[src/rtl/uart_pkg.sv]
// Shared definitions for the UART transmitter: standard bit periods for a
// 50 MHz system clock and the transmitter FSM state type.
package uart_pkg;

    localparam int B115200 = 434;
    localparam int B57600  = 868;
    localparam int B38400  = 1302;
    localparam int B19200  = 2604;
    localparam int B9600   = 5208;
    localparam int B4800   = 10417;
    localparam int B2400   = 20833;
    localparam int B1200   = 41667;
    localparam int B600    = 83333;
    localparam int B300    = 166667;

    localparam int FRAME_BITS = 10;

    typedef enum logic {
        IDLE  = 1'b0,
        TRANS = 1'b1
    } tx_state_e;

endpackage

[src/rtl/uart_tx_if.sv]
// Byte-level port of the UART transmitter plus its serial line and FSM state.
// Handshake: start is a level request; a frame launches on the rising edge
// where ready=1 and start=1, data is sampled only at that edge, and ready
// stays low for the whole frame while start is ignored.
interface uart_tx_if;
    import uart_pkg::*;

    logic [7:0] data;
    logic       start;
    logic       ready;
    logic       tx;
    tx_state_e  state;

    modport master (
        output data,
        output start,
        input  ready,
        input  tx,
        input  state
    );

    modport slave (
        input  data,
        input  start,
        output ready,
        output tx,
        output state
    );

endinterface

[src/rtl/uart_baud_gen.sv]
// Bit-period timer: counts 0..BAUD-1 while enabled and flags the last count
// with a single-cycle tick; held at zero while disabled.
module uart_baud_gen #(
    parameter int BAUD = 434
) (
    input  logic clk,
    input  logic rstn,
    input  logic enable,
    output logic tick
);

    localparam int CNT_W = (BAUD > 1) ? $clog2(BAUD) : 1;
    localparam logic [CNT_W-1:0] LAST = CNT_W'(BAUD - 1);

    logic [CNT_W-1:0] cnt;

    always_ff @(posedge clk or posedge rstn) begin
        if (rstn) begin
            cnt <= '0;
        end else if (!enable || cnt == LAST) begin
            cnt <= '0;
        end else begin
            cnt <= cnt + CNT_W'(1);
        end
    end

    assign tick = enable && (cnt == LAST);

endmodule

[src/rtl/uart_tx.sv]
// 8N1 serial transmitter: start bit, eight data bits LSB first, stop bit,
// each BAUD clocks long; tx is registered and idles high.
module uart_tx
    import uart_pkg::*;
#(
    parameter int BAUD = 434
) (
    input  logic        clk,
    input  logic        rstn,
    uart_tx_if.slave    bus
);

    tx_state_e  state, state_next;
    logic [9:0] shreg, shreg_next;
    logic [3:0] bit_cnt, bit_cnt_next;
    logic       tx_q, tx_next;
    logic       tick;

    uart_baud_gen #(.BAUD(BAUD)) u_baud_gen (
        .clk    (clk),
        .rstn   (rstn),
        .enable (state == TRANS),
        .tick   (tick)
    );

    always_ff @(posedge clk or posedge rstn) begin
        if (rstn) begin
            state   <= IDLE;
            shreg   <= '0;
            bit_cnt <= '0;
            tx_q    <= 1'b1;
        end else begin
            state   <= state_next;
            shreg   <= shreg_next;
            bit_cnt <= bit_cnt_next;
            tx_q    <= tx_next;
        end
    end

    always_comb begin
        state_next   = state;
        shreg_next   = shreg;
        bit_cnt_next = bit_cnt;
        case (state)
            IDLE: begin
                if (bus.start) begin
                    shreg_next   = {1'b1, bus.data, 1'b0};
                    bit_cnt_next = '0;
                    state_next   = TRANS;
                end
            end
            TRANS: begin
                if (tick) begin
                    if (bit_cnt == 4'(FRAME_BITS - 1)) begin
                        bit_cnt_next = '0;
                        state_next   = IDLE;
                    end else begin
                        shreg_next   = {1'b1, shreg[9:1]};
                        bit_cnt_next = bit_cnt + 4'd1;
                    end
                end
            end
            default: state_next = IDLE;
        endcase
        // Registering the next LSB makes the start bit appear the cycle after launch.
        tx_next = (state_next == TRANS) ? shreg_next[0] : 1'b1;
    end

    assign bus.ready = (state == IDLE);
    assign bus.tx    = tx_q;
    assign bus.state = state;

endmodule

[src/flat_wrapper.sv]
// flat-port wrapper written by rule: the top's interface ports become plain ports
module uart_tx_flat import uart_pkg::*;
#(
    parameter int BAUD = 434
)
  (clk, rstn, bus_data, bus_start, bus_ready, bus_tx, bus_state);
  uart_tx_if bus_i ();
  input  logic clk;
  input  logic rstn;
  input wire logic [$bits(bus_i.data)-1:0] bus_data;
  input wire logic [$bits(bus_i.start)-1:0] bus_start;
  output wire logic [$bits(bus_i.ready)-1:0] bus_ready;
  output wire logic [$bits(bus_i.tx)-1:0] bus_tx;
  output wire logic [$bits(bus_i.state)-1:0] bus_state;
  assign bus_i.data = bus_data;
  assign bus_i.start = bus_start;
  assign bus_ready = bus_i.ready;
  assign bus_tx = bus_i.tx;
  assign bus_state = bus_i.state;
  uart_tx #(.BAUD(BAUD)) u_core (.clk(clk), .rstn(rstn), .bus(bus_i));
endmodule
[config.mk]
export PLATFORM = sky130hd
export DESIGN_NAME = uart_tx_flat
export DESIGN_NICKNAME = d
export VERILOG_FILES = /design/src/rtl/uart_pkg.sv /design/src/rtl/uart_tx_if.sv /design/src/rtl/uart_baud_gen.sv /design/src/rtl/uart_tx.sv /design/src/flat_wrapper.sv
export SDC_FILE = /design/constraint.sdc
export NUM_CORES = 1
export LEC_CHECK = 0
export ABC_AREA = 0
export BUFFER_PORTS_ARGS = -buffer_cell sky130_fd_sc_hd__buf_2
export CORE_UTILIZATION = 57
export CTS_CLUSTER_DIAMETER = 80
export DETAILED_ROUTE_END_ITERATION = 10
export PLACE_DENSITY = 0.78
export SYNTH_ARGS = -nofsm -noshare
export SYNTH_HDL_FRONTEND = slang
export SYNTH_HIERARCHICAL = 1
export SYNTH_SLANG_ARGS = --single-unit
[constraint.sdc]
create_clock -name clk -period 2.7 [get_ports clk]
set_clock_uncertainty 0.15 [all_clocks]
set_input_delay 0.27 -clock clk [delete_from_list [all_inputs] [get_ports clk]]
set_output_delay 0.27 -clock clk [all_outputs]
set_load 0.1 [all_outputs]
# Word level (Yosys, flattened, before mapping)
# Index checks and enable logic that the tools add are counted.
# op_classes
n_addsub	2
eq_ne	5
n_mux	14
bitwise	1
reduce_logical	5
# op_table
cell	n
$mux W10	3
$pmux W10 S2	1
$mux W4	3
$add A9 B1 Y9 const B	1
$eq A9 B9 Y1 const B	1
$mux W9	1
$pmux W4 S2	1
$ne A2 B2 Y1 const B	3
$add A4 B1 Y4 const B	1
$eq A4 B4 Y1 const B	1
$mux W1	4
$reduce_and A3 Y1	1
$pmux W1 S2	1
$reduce_and A2 Y1	1
$logic_and A1 B1 Y1	1
$logic_not A1 Y1	1
$logic_or A1 B1 Y1	1
$not A1 Y1	1
# word_totals
register_bits	25
in_bits	11
output_inout_bits	3
word_cells	33

# Depth between registers and ports, before layout
# Gate-level depths: netlist of run 1.
# depth
ltp_word	5
depth_mapped	8
mapped_depth_nobuf	7

# Cells and area by module
# The synthesis of run 1 kept the hierarchy.
# by_module_without_submodules
mod	n_inst	cells_each	area_each_um2	seq_area_each_um2
uart_tx	1	72	789.5	401.6
uart_baud_gen	1	51	513.0	225.2

# Worst setup path before layout of run 1
# Ideal clock, no wire load.
# synth_path
path_kind	register to register
startpoint	reg u_core.state (netlist: u_core/bus.state)
endpoint	reg u_core.shreg[1]
setup_ns	0.126
t_arrival_ns	2.248
required_ns	2.424
slack_ns	0.176
stages_incl_launch_ff	7
path_buffers	1
synth_period_minus_slack_ns	2.524
path_cell_list	dfrtp_1 -> inv_1 -> nor4_1 -> buf_2 -> and2_4 -> a21oi_4 -> a221o_1
# synth_via
elab_chain_len	3
word_cells_on_any_way	7
classes_between	eq/ne (3); mux (1); bitwise (1); reduce/logical (2)
# synth_lines
item	line	source
start: declaration	uart_tx.sv:13	tx_state_e state, state_next;
start signal: assignment	uart_tx.sv:33	state <= state_next;
$logic_and A1 B1 Y1	uart_baud_gen.sv:27	assign tick = enable && (cnt == LAST);
named net u_core.tick	uart_tx.sv:17	logic tick;
$ne A2 B2 Y1 (no source line)	-	
$reduce_and A3 Y1 (no source line)	-	
end signal: assignment	uart_tx.sv:34	shreg <= shreg_next;
end: declaration	uart_tx.sv:14	logic [9:0] shreg, shreg_next;
# The timed path passes the listed nets, and every way through them passes these cells.
# A chain may end at the register's enable or synchronous reset.

# Worst setup path after layout of run 1
# layout_path
startpoint	reg u_core.u_baud_gen.cnt[1]
endpoint	reg u_core.shreg[6]
# layout_via
elab_chain_len	4
# layout_lines
item	line	source
start: declaration	uart_baud_gen.sv:15	logic [CNT_W-1:0] cnt;
start signal: assignment	uart_baud_gen.sv:23	cnt <= cnt + CNT_W'(1);
$eq A9 B9 Y1	uart_baud_gen.sv:27	
$logic_and A1 B1 Y1	uart_baud_gen.sv:27	
named net u_core.tick	uart_tx.sv:17	
$ne A2 B2 Y1 (no source line)	-	
$reduce_and A3 Y1 (no source line)	-	
# The timed path passes the listed nets, and every way through them passes these cells.

==> impl_metrics.ini, run 1 <==
[run_status]
outcome = finished clean

[pwr]
switching_share = 0.409
power.leakage_nw = 0.661
clkPwrFrac = 0.117
p_int_mw = 0.849
ir_worst_vdd_v = 0.000802
switchingPower_mw = 0.588
combPwrFrac = 0.384
p_per_area_nw_per_um2 = 997
seq_power_share = 0.498

[clock_network]
post_cts_resized = 0
htree_levels = 1
cts-hold-fix-buffers = 2
cts_setup_buffers = 0
clockBufferDepth = 2
cts.sinks = 25
clk_latency_ns = 0.32
clk_pin_slew_ns = 0.14
cts-buffers-inserted = 3
tritoncts = yes
clock-root-buffer = clkbuf_4

[yosys]
synthArstFlopShare = 1.00
postSynthAreaPerCell_um2 = 10.6
synthCells = 123
synth_seq_cells = 25
synth_ff_type = dfrtp_1
syn_nets = 138
yosysSeqAreaShare = 0.481
synth.distinct_cells = 43
synthesis.area_um2 = 1300
synth-edff-count = 0
ys_warn_count = 6

[drt]
ant_nets = 0
viasPerCell = 6.02
firstDrtPassIters = 4
wl_mm = 2.35
routedWlPerCell_um = 14.0
route.detailed.drc = 0
first_iter_violations = 37
num_vias = 1011

[worst_setup_path]
r2r_cells = 8
path_class = reg -> reg
cp-end-kind = flip-flop
timing.rr.start = u_core/u_baud_gen/cnt[1]
crit_required_ns = 2.82
startpoint_type = flip-flop
crit_path_cell_trace = inv_1 > ha_1 > or3b_4 > nor4_1 > buf_4 > nand2_2 > nor2_2 > a221o_1
path_max_fanout = 8
cp_slowest_cell = dfrtp_1
cp_slowest_stage_delay_ns = 0.44
arrival_ns = 2.50
reg2reg_slack_ns = 0.32
worst_r2r_endpoint = u_core/shreg[6]

[place]
gp_congestion = 0.781
pre_cts_ws_ns = 0.367
place_area_um2 = 1400
dp_cells = 162
hpwl_mm = 1.67
io_buffers = 13

[floorplan]
core_um2 = 2060
dieArea_um2 = 2480
die_h_um = 49.8
fp-row-count = 16
start_util = 0.632
ios = 14
fp.dieW_um = 49.8

[worst_hold_path]
min_from = bus_data[2]
holdPathStages = 3
hold_end = u_core/shreg[3]
hp-class = in -> reg

[global_routing]
antenna_found_initial = 0
grt_pass1_wl_mm = 3.95
grt_pass1_vias = 894
grt_start_max_net_pins = 17
grt-ovfl-total = 0
grt_use_total = 0.210

[timing]
hold_viol = 0
holdWs_ns = 0.0840
final_max_slew_viol_count = 0
max_freq_mhz = 420
rsz0062_at_grt = no
worstMarginPinSlew_ns = 0.613
setup_violations = 0
period_needed_ns = 2.38
setup_tns_ns = 0
post-route-period-util = 0.883
worst_slack_ns = 0.317
max_slew_margin = 0.591

[final_layout]
drive_gt1_frac = 0.199
multi_input_area_um2 = 617
seqCellArea_um2 = 627
final_area_um2 = 1440
fill_cells = 154
fin_cells = 168
diodes = 0
syn_to_final_growth_pct = 10.7
nets = 157

[job]
max_cap_violations = 0
==> power groups by stage <==
stage	Sequential, mW	Clock, mW	Combinational [mW]
2_1_floorplan	0.727	0	0.429
3_3_place_gp	0.709	0	0.526
3_5_place_dp	0.716	0	0.549
4_1_cts	0.710	0.172	0.551
5_1_grt	0.738	0.181	0.621
6_report	0.716	0.169	0.553
==> worst max path at each step <==
stage	cells after the start	startpoint	end	slack [ns]
floorplan	6	u_core/bus.state	u_core/shreg[1]	0.18
global placement	8	u_core/u_baud_gen/cnt[1]	u_core/shreg[5]	0.41
detailed placement	8	u_core/u_baud_gen/cnt[1]	u_core/shreg[6]	0.37
CTS	8	u_core/u_baud_gen/cnt[1]	u_core/shreg[6]	0.33
global route	8	u_core/u_baud_gen/cnt[1]	u_core/shreg[6]	0.14
finish	8	u_core/u_baud_gen/cnt[1]	u_core/shreg[6]	0.32
==> routing by layer <==
metal,vias up,track usage,part of all wire
li1,485,-,-
met1,502,0.300,0.50
met4,0,0.0810,0.011
met2,22,0.324,0.46
met5,-,0,0
met3,2,0.0278,0.032
==> kinds of logic (layout without fill, tap and decap cells) <==
family / count (synthesis) / in the layout / share of synthesized area
and+or+nand+nor: 50 / 50 / 0.231
AOI/OAI and AO/OA: 29 / 29 / 0.184
DFF: 25 / 25 / 0.481
buffers and inverters: 12 / 30 / 0.0452
adders and majority gates: 4 / 4 / 0.0384
xor gates and xnor gates: 3 / 3 / 0.0202
==> critical path, delay by kind of cell (launching register included) <==
family | cells | cell delay, ns
flops | 1 | 0.44
buf+inv | 2 | 0.29
compound gates | 1 | 0.22
simple gates | 4 | 1.08
fa+ha+maj | 1 | 0.15
==> final cells by class <==
cell class / instances / share of cell area
clock buffer: 4 / 0.0182
inverter: 8 / 0.0208
tap: 27 / 0.0234
timing repair buffer: 18 / 0.0747
multi-input combinational: 86 / 0.428
sequential: 25 / 0.435
==> state kept, by name, indices dropped and copies added (netlist names) <==
register,count
u_core/bus.tx,1
u_core/shreg,10
u_core/bus.state,1
u_core/u_baud_gen/cnt,9
u_core/bit_cnt,4
==> cells in the mapped netlist (2+ instances only) <==
cell	count	area, um^2
a21boi_0	2	15.0
a21oi_1	3	15.0
a221o_1	8	80.1
a31oi_1	3	18.8
and2_0	2	12.5
and2_1	6	37.5
buf_2	2	10.0
dfrtp_1	24	601
ha_1	4	50.1
inv_1	8	30.0
nand2_1	7	26.3
nand2b_1	3	18.8
nand3_1	5	25.0
nand3b_1	3	22.5
nand4_1	2	12.5
nor2_1	7	26.3
o21ai_0	5	25.0
or3_1	3	18.8
xor2_1	2	17.5
==> stage by stage <==
step | utilization | total power, mW
3_3_place_gp | 0.677 | 1.23
6_report | 0.699 | 1.44
2_1_floorplan | - | 1.16
5_1_grt | 0.699 | 1.54
4_1_cts | 0.699 | 1.43
3_5_place_dp | 0.677 | 1.26
==> layout by cell type, fill, tap and decap left out, types with 2 or more instances in the layout <==
| cell | instances |
|---|---|
| or3_1 | 3 |
| a21oi_1 | 3 |
| and2_1 | 6 |
| buf_4 | 3 |
| dlygate4sd3_1 | 2 |
| and2_0 | 2 |
| nand3b_1 | 3 |
| clkbuf_4 | 3 |
| a31oi_1 | 3 |
| a221o_1 | 8 |
| a21boi_0 | 2 |
| nand4_1 | 2 |
| nand3_1 | 5 |
| buf_2 | 13 |
| o21ai_0 | 5 |
| inv_1 | 8 |
| nand2b_1 | 3 |
| ha_1 | 4 |
| nand2_1 | 7 |
| nor2_1 | 7 |
| dfrtp_1 | 24 |
| xor2_1 | 2 |
(Power assumes the default switching activity.)
==> run 2: changes to the inputs <==
--- a/config.mk
+++ b/config.mk
@@ -7,10 +7,14 @@
 export LEC_CHECK = 0
 export ABC_AREA = 0
 export BUFFER_PORTS_ARGS = -buffer_cell sky130_fd_sc_hd__buf_2
-export CORE_UTILIZATION = 57
+export CELL_PAD_IN_SITES_DETAIL_PLACEMENT = 0
+export CELL_PAD_IN_SITES_GLOBAL_PLACEMENT = 1
+export CORE_ASPECT_RATIO = 0.7
+export CORE_UTILIZATION = 45
 export CTS_CLUSTER_DIAMETER = 80
 export DETAILED_ROUTE_END_ITERATION = 10
-export PLACE_DENSITY = 0.78
+export GPL_TIMING_DRIVEN = 0
+export PLACE_DENSITY_LB_ADDON = 0.1
 export SYNTH_ARGS = -nofsm -noshare
 export SYNTH_HDL_FRONTEND = slang
 export SYNTH_HIERARCHICAL = 1
==> run 2 against run 1 <==
Cell count grew 4.2%. Register-to-register slack lost 0.04 ns. Wire length grew 4.0%. Sequential cell count is the same. Sequential power shrank 2%. Highest routed layer unchanged. Combinational power grew 5.2%.
==> impl_metrics.ini, run 2 (synthesis results as in run 1) <==
[worst_hold_path]
holdPathStages = 2
hp-class = in -> reg
min_from = bus_start
hold_end = u_core/bus.tx

[floorplan]
ios = 14
core_um2 = 2590
fp.dieW_um = 66.3
start_util = 0.503
die_h_um = 47.0
dieArea_um2 = 3120
fp-row-count = 15

[timing]
setup_violations = 0
post-route-period-util = 0.899
final_max_slew_viol_count = 0
period_needed_ns = 2.43
rsz0062_at_grt = no
worstMarginPinSlew_ns = 0.625
max_freq_mhz = 412
max_slew_margin = 0.583
hold_viol = 0
setup_tns_ns = 0

[place]
gp_congestion = 0.783
place_area_um2 = 1410
io_buffers = 13
hpwl_mm = 1.82

[final_layout]
syn_to_final_growth_pct = 12.6
layout_commonest_cell = dfrtp_1
nets = 157
mostFrequentLayoutCells = dfrtp_1 (24), buf_2 (15), a221o_1 (8), inv_1 (8)
largest_registers = u_core/shreg: 10 flops, u_core/u_baud_gen/cnt: 9 flops, u_core/bit_cnt: 4 flops
largest-register = u_core/shreg
diodes = 0
final_area_um2 = 1470
drive_gt1_frac = 0.213
largest_reg_flops = 10

[global_routing]
grt-ovfl-total = 0
grt_pass1_wl_mm = 4.06
grt_pass1_vias = 833
grt_use_total = 0.182
antenna_found_initial = 0
grt_start_max_net_pins = 17

[worst_setup_path]
cp-end-kind = flip-flop
r2r_cells = 8
path_max_fanout = 9
worst_r2r_endpoint = u_core/shreg[5]
path_class = reg -> reg
arrival_ns = 2.43
reg2reg_slack_ns = 0.27
crit_required_ns = 2.70
startpoint_type = flip-flop
timing.rr.start = u_core/u_baud_gen/cnt[1]

[clock_network]
htree_levels = 1
clk_pin_slew_ns = 0.09
clockBufferDepth = 2
clk_latency_ns = 0.26
cts.sinks = 25
cts_setup_buffers = 0
tritoncts = yes
clock-root-buffer = clkbuf_8
cts-buffers-inserted = 3

[drt]
route.detailed.drc = 0
viasPerCell = 5.47
num_vias = 958
wl_mm = 2.45
firstDrtPassIters = 4
routedWlPerCell_um = 14.0
first_iter_violations = 92
ant_nets = 0

[pwr]
finalPower_mw = 1.50
ir_worst_vdd_v = 0.000461
p_per_area_nw_per_um2 = 1020
power.leakage_nw = 0.674

[run_status]
outcome = finished clean

[job]
max_cap_violations = 0
[run 2: worst max-delay path, stage by stage, from the launching register on]
cell	delay [ns]
dfrtp_1	0.42
inv_1	0.07
ha_1	0.15
or3b_4	0.42
nor4_1	0.24
buf_2	0.24
and2_4	0.20
a21oi_4	0.09
a221o_1	0.32
[run 2: how the worst max path moves through the flow]
stage	cells past startpoint	end	slack, ns	startpoint
2_1_floorplan	6	u_core/shreg[1]	0.18	u_core/bus.state
3_3_place_gp	8	u_core/shreg[5]	0.32	u_core/u_baud_gen/cnt[1]
3_5_place_dp	8	u_core/shreg[7]	0.30	u_core/u_baud_gen/cnt[1]
4_1_cts	8	u_core/shreg[4]	0.28	u_core/u_baud_gen/cnt[1]
5_1_grt	8	u_core/shreg[5]	0.12	u_core/u_baud_gen/cnt[1]
6_report	8	u_core/shreg[5]	0.27	u_core/u_baud_gen/cnt[1]
[run 2: layout make-up]
cell class / instances / area, um^2
multi-input combinational: 86 / 617
clock inverter: 1 / 5.00
tap: 34 / 42.5
inverter: 8 / 30.0
fill: 241 / 1120
timing repair buffer: 14 / 75.1
buffer: 4 / 28.8
sequential: 25 / 627
clock buffer: 3 / 41.3
[run 2: through the flow]
step / cells / worst slack [ns] / util / hold WS, ns
after CTS: 175 / 0.279 / 0.566 / 0.0321
after detailed placement: 170 / 0.297 / 0.544 / 0.121
after floorplan: 123 / 0.176 / - / -0.0521
after global routing: 175 / 0.116 / 0.566 / 0.0287
after global placement: 170 / 0.320 / 0.544 / 0.121
final: 175 / 0.273 / 0.566 / 0.0344
[run 2: timing repair]
| item | 4_1_cts | 5_1_grt |
|---|---|---|
| resized for setup | 0 | 0 |
| endpoints found under the hold margin | 24 | 0 |
| hold buffers | 1 | 0 |
[run 2: power by group]
part	switching [mW]	total, mW	leakage, nW	internal (mW)
logic	0.325	0.582	0.358	0.257
clock network	0.113	0.216	0.0255	0.103
registers	0.153	0.700	0.290	0.547
[run 2: layer usage]
metal,part of all wire,global-route usage,routed length [um],vias to the layer above
li1,-,-,-,483
met1,0.56,0.281,1370,456
met2,0.39,0.251,964,17
met3,0.042,0.0583,102,2
met4,0.0049,0.0255,12,0
met5,0,0,0,-
==> run 3: changes to the inputs <==
--- a/config.mk
+++ b/config.mk
@@ -15,6 +15,7 @@
 export DETAILED_ROUTE_END_ITERATION = 10
 export GPL_TIMING_DRIVEN = 0
 export PLACE_DENSITY_LB_ADDON = 0.1
+export REMOVE_ABC_BUFFERS = 1
 export SYNTH_ARGS = -nofsm -noshare
 export SYNTH_HDL_FRONTEND = slang
 export SYNTH_HIERARCHICAL = 1
==> run 3 against run 2 <==
Sequential cell count unchanged. Register-to-register slack got worse by 0.15 ns. Critical path type unchanged. Non-clock buffer count decreased by 4.
==> impl_metrics.ini, run 3 (synthesis results as in run 1) <==
[run_status]
outcome = finished clean

[clock_network]
clockBufferDepth = 2
tritoncts = yes
clock-root-buffer = clkbuf_8
clk_pin_slew_ns = 0.08
cts.sinks = 25
cts-buffers-inserted = 3
cts_setup_buffers = 0
htree_levels = 1
clk_latency_ns = 0.26

[worst_setup_path]
cpLargestDelayFamily = simple AND/OR/NAND/NOR gates
reg2reg_slack_ns = 0.12
crit_required_ns = 2.70
timing.rr.start = u_core/u_baud_gen/cnt[1]
cp-end-kind = flip-flop
arrival_ns = 2.57
cp_slowest_cell = nor4_4
path_class = reg -> reg
r2r_cells = 7
path_buf_inv = 1
crit_path_cell_trace = inv_1 > ha_1 > or3b_4 > nor4_4 > and2_4 > a21oi_4 > a221o_1
worst_r2r_endpoint = u_core/shreg[8]
path_max_fanout = 9
cp_slowest_stage_delay_ns = 0.49
startpoint_type = flip-flop

[floorplan]
dieArea_um2 = 3120
fp-row-count = 15
start_util = 0.503
core_um2 = 2590
die_h_um = 47.0
fp.dieW_um = 66.3
ios = 14

[worst_hold_path]
hold_end = u_core/bus.tx
hp-class = in -> reg
holdPathStages = 2
min_from = bus_start

[final_layout]
fin_cells = 171
multi_input_area_um2 = 632
drive_gt1_frac = 0.197
syn_to_final_growth_pct = 11.5
mostFrequentLayoutCells = dfrtp_1 (24), buf_2 (13), a221o_1 (8), inv_1 (8)
seqCellArea_um2 = 627
largest-register = u_core/shreg
layout_commonest_cell = dfrtp_1
fill_cells = 244
largest_reg_flops = 10
largest_registers = u_core/shreg: 10 flops, u_core/u_baud_gen/cnt: 9 flops, u_core/bit_cnt: 4 flops
diodes = 0
nets = 153

[place]
hpwl_mm = 1.88
gp_congestion = 0.807
io_buffers = 13
dp_cells = 166

[global_routing]
grtUsageMet2 = 0.290
grt_pass1_wl_mm = 4.23
grt-ovfl-total = 0
grt_pass1_vias = 888
grt_start_max_net_pins = 17
grt.busiest_layer = met2
use_met1 = 0.279
antenna_found_initial = 0
use_met3 = 0.0583
grt_use_total = 0.191

[pwr]
p_per_area_nw_per_um2 = 1030
finalPower_mw = 1.49
power.leakage_nw = 0.653
ir_worst_vdd_v = 0.000472

[timing]
max_slew_margin = 0.481
worstMarginPinSlew_ns = 0.777
post-route-period-util = 0.954
final_max_slew_viol_count = 0
setup_violations = 0
max_freq_mhz = 388
rsz0062_at_grt = no
period_needed_ns = 2.58
hold_viol = 0

[drt]
route.detailed.drc = 0
first_iter_violations = 58
firstDrtPassIters = 4
ant_nets = 0
viasPerCell = 5.66
routedWlPerCell_um = 15.0
wl_mm = 2.56
num_vias = 968

[job]
max_cap_violations = 0
run 3: cell types whose count changed in the layout (fill, tap and decap cells not counted), sizes merged:
cell	previous run	this run
buf	17	13
run 3: where the power goes:
part | total (mW) | switching [mW] | internal, mW
sequential | 0.713 | 0.166 | 0.547
combinational | 0.566 | 0.321 | 0.244
clock | 0.216 | 0.113 | 0.103
run 3: worst reg2reg max path: cells and delay by family, from the launching register on:
kind            cells  cell delay, ns
simple gates        3            1.20
compound gates      2            0.44
flops               1            0.42
fa+ha+maj           1            0.16
buf+inv             1            0.07
run 3: layout make-up:
cell class | instances | area share
Multi-Input combinational cell | 86 | 0.435
Clock inverter | 1 | 0.00345
Clock buffer | 3 | 0.0284
Inverter | 8 | 0.0207
Sequential cell | 25 | 0.432
Timing Repair Buffer | 14 | 0.0517
Tap cell | 34 | 0.0293
run 3: worst max-delay path by stage:
stage,from,endpoint,slack [ns],depth (start not counted)
2_1_floorplan,u_core/bus.state,u_core/shreg[1],-0.45,5
3_3_place_gp,u_core/u_baud_gen/cnt[1],u_core/shreg[8],-0.36,7
3_5_place_dp,u_core/u_baud_gen/cnt[1],u_core/shreg[8],-0.52,7
4_1_cts,u_core/u_baud_gen/cnt[1],u_core/shreg[8],0.14,7
5_1_grt,u_core/u_baud_gen/cnt[1],u_core/shreg[8],0.005,7
6_report,u_core/u_baud_gen/cnt[1],u_core/shreg[8],0.12,7
run 3: repair_timing:
action / CTS / global route
gates resized for setup: 2 / 0
hold buffers: 1 / 0
endpoints found under the hold margin: 24 / 0
setup endpoints to repair: 16 / 0
run 3: stage by stage:
| stage | area [um^2] | hold WS (ns) | worst slack (ns) | TNS [ns] | util |
|---|---|---|---|---|---|
| floorplan | 1270 | -0.0521 | -0.446 | -5.06 | - |
| global placement | 1380 | 0.125 | -0.360 | -3.40 | 0.533 |
| detailed placement | 1380 | 0.125 | -0.516 | -5.83 | 0.533 |
| CTS | 1450 | 0.0245 | 0.140 | 0 | 0.561 |
| global route | 1450 | 0.0426 | 0.00503 | 0 | 0.561 |
| finish | 1450 | 0.0371 | 0.125 | 0 | 0.561 |
run 3: metal layers:
metal | up-vias | part of all wire
met2 | 20 | 0.43
met3 | 2 | 0.045
li1 | 475 | -
met1 | 471 | 0.52
met4 | 0 | 0.0039
met5 | - | 0
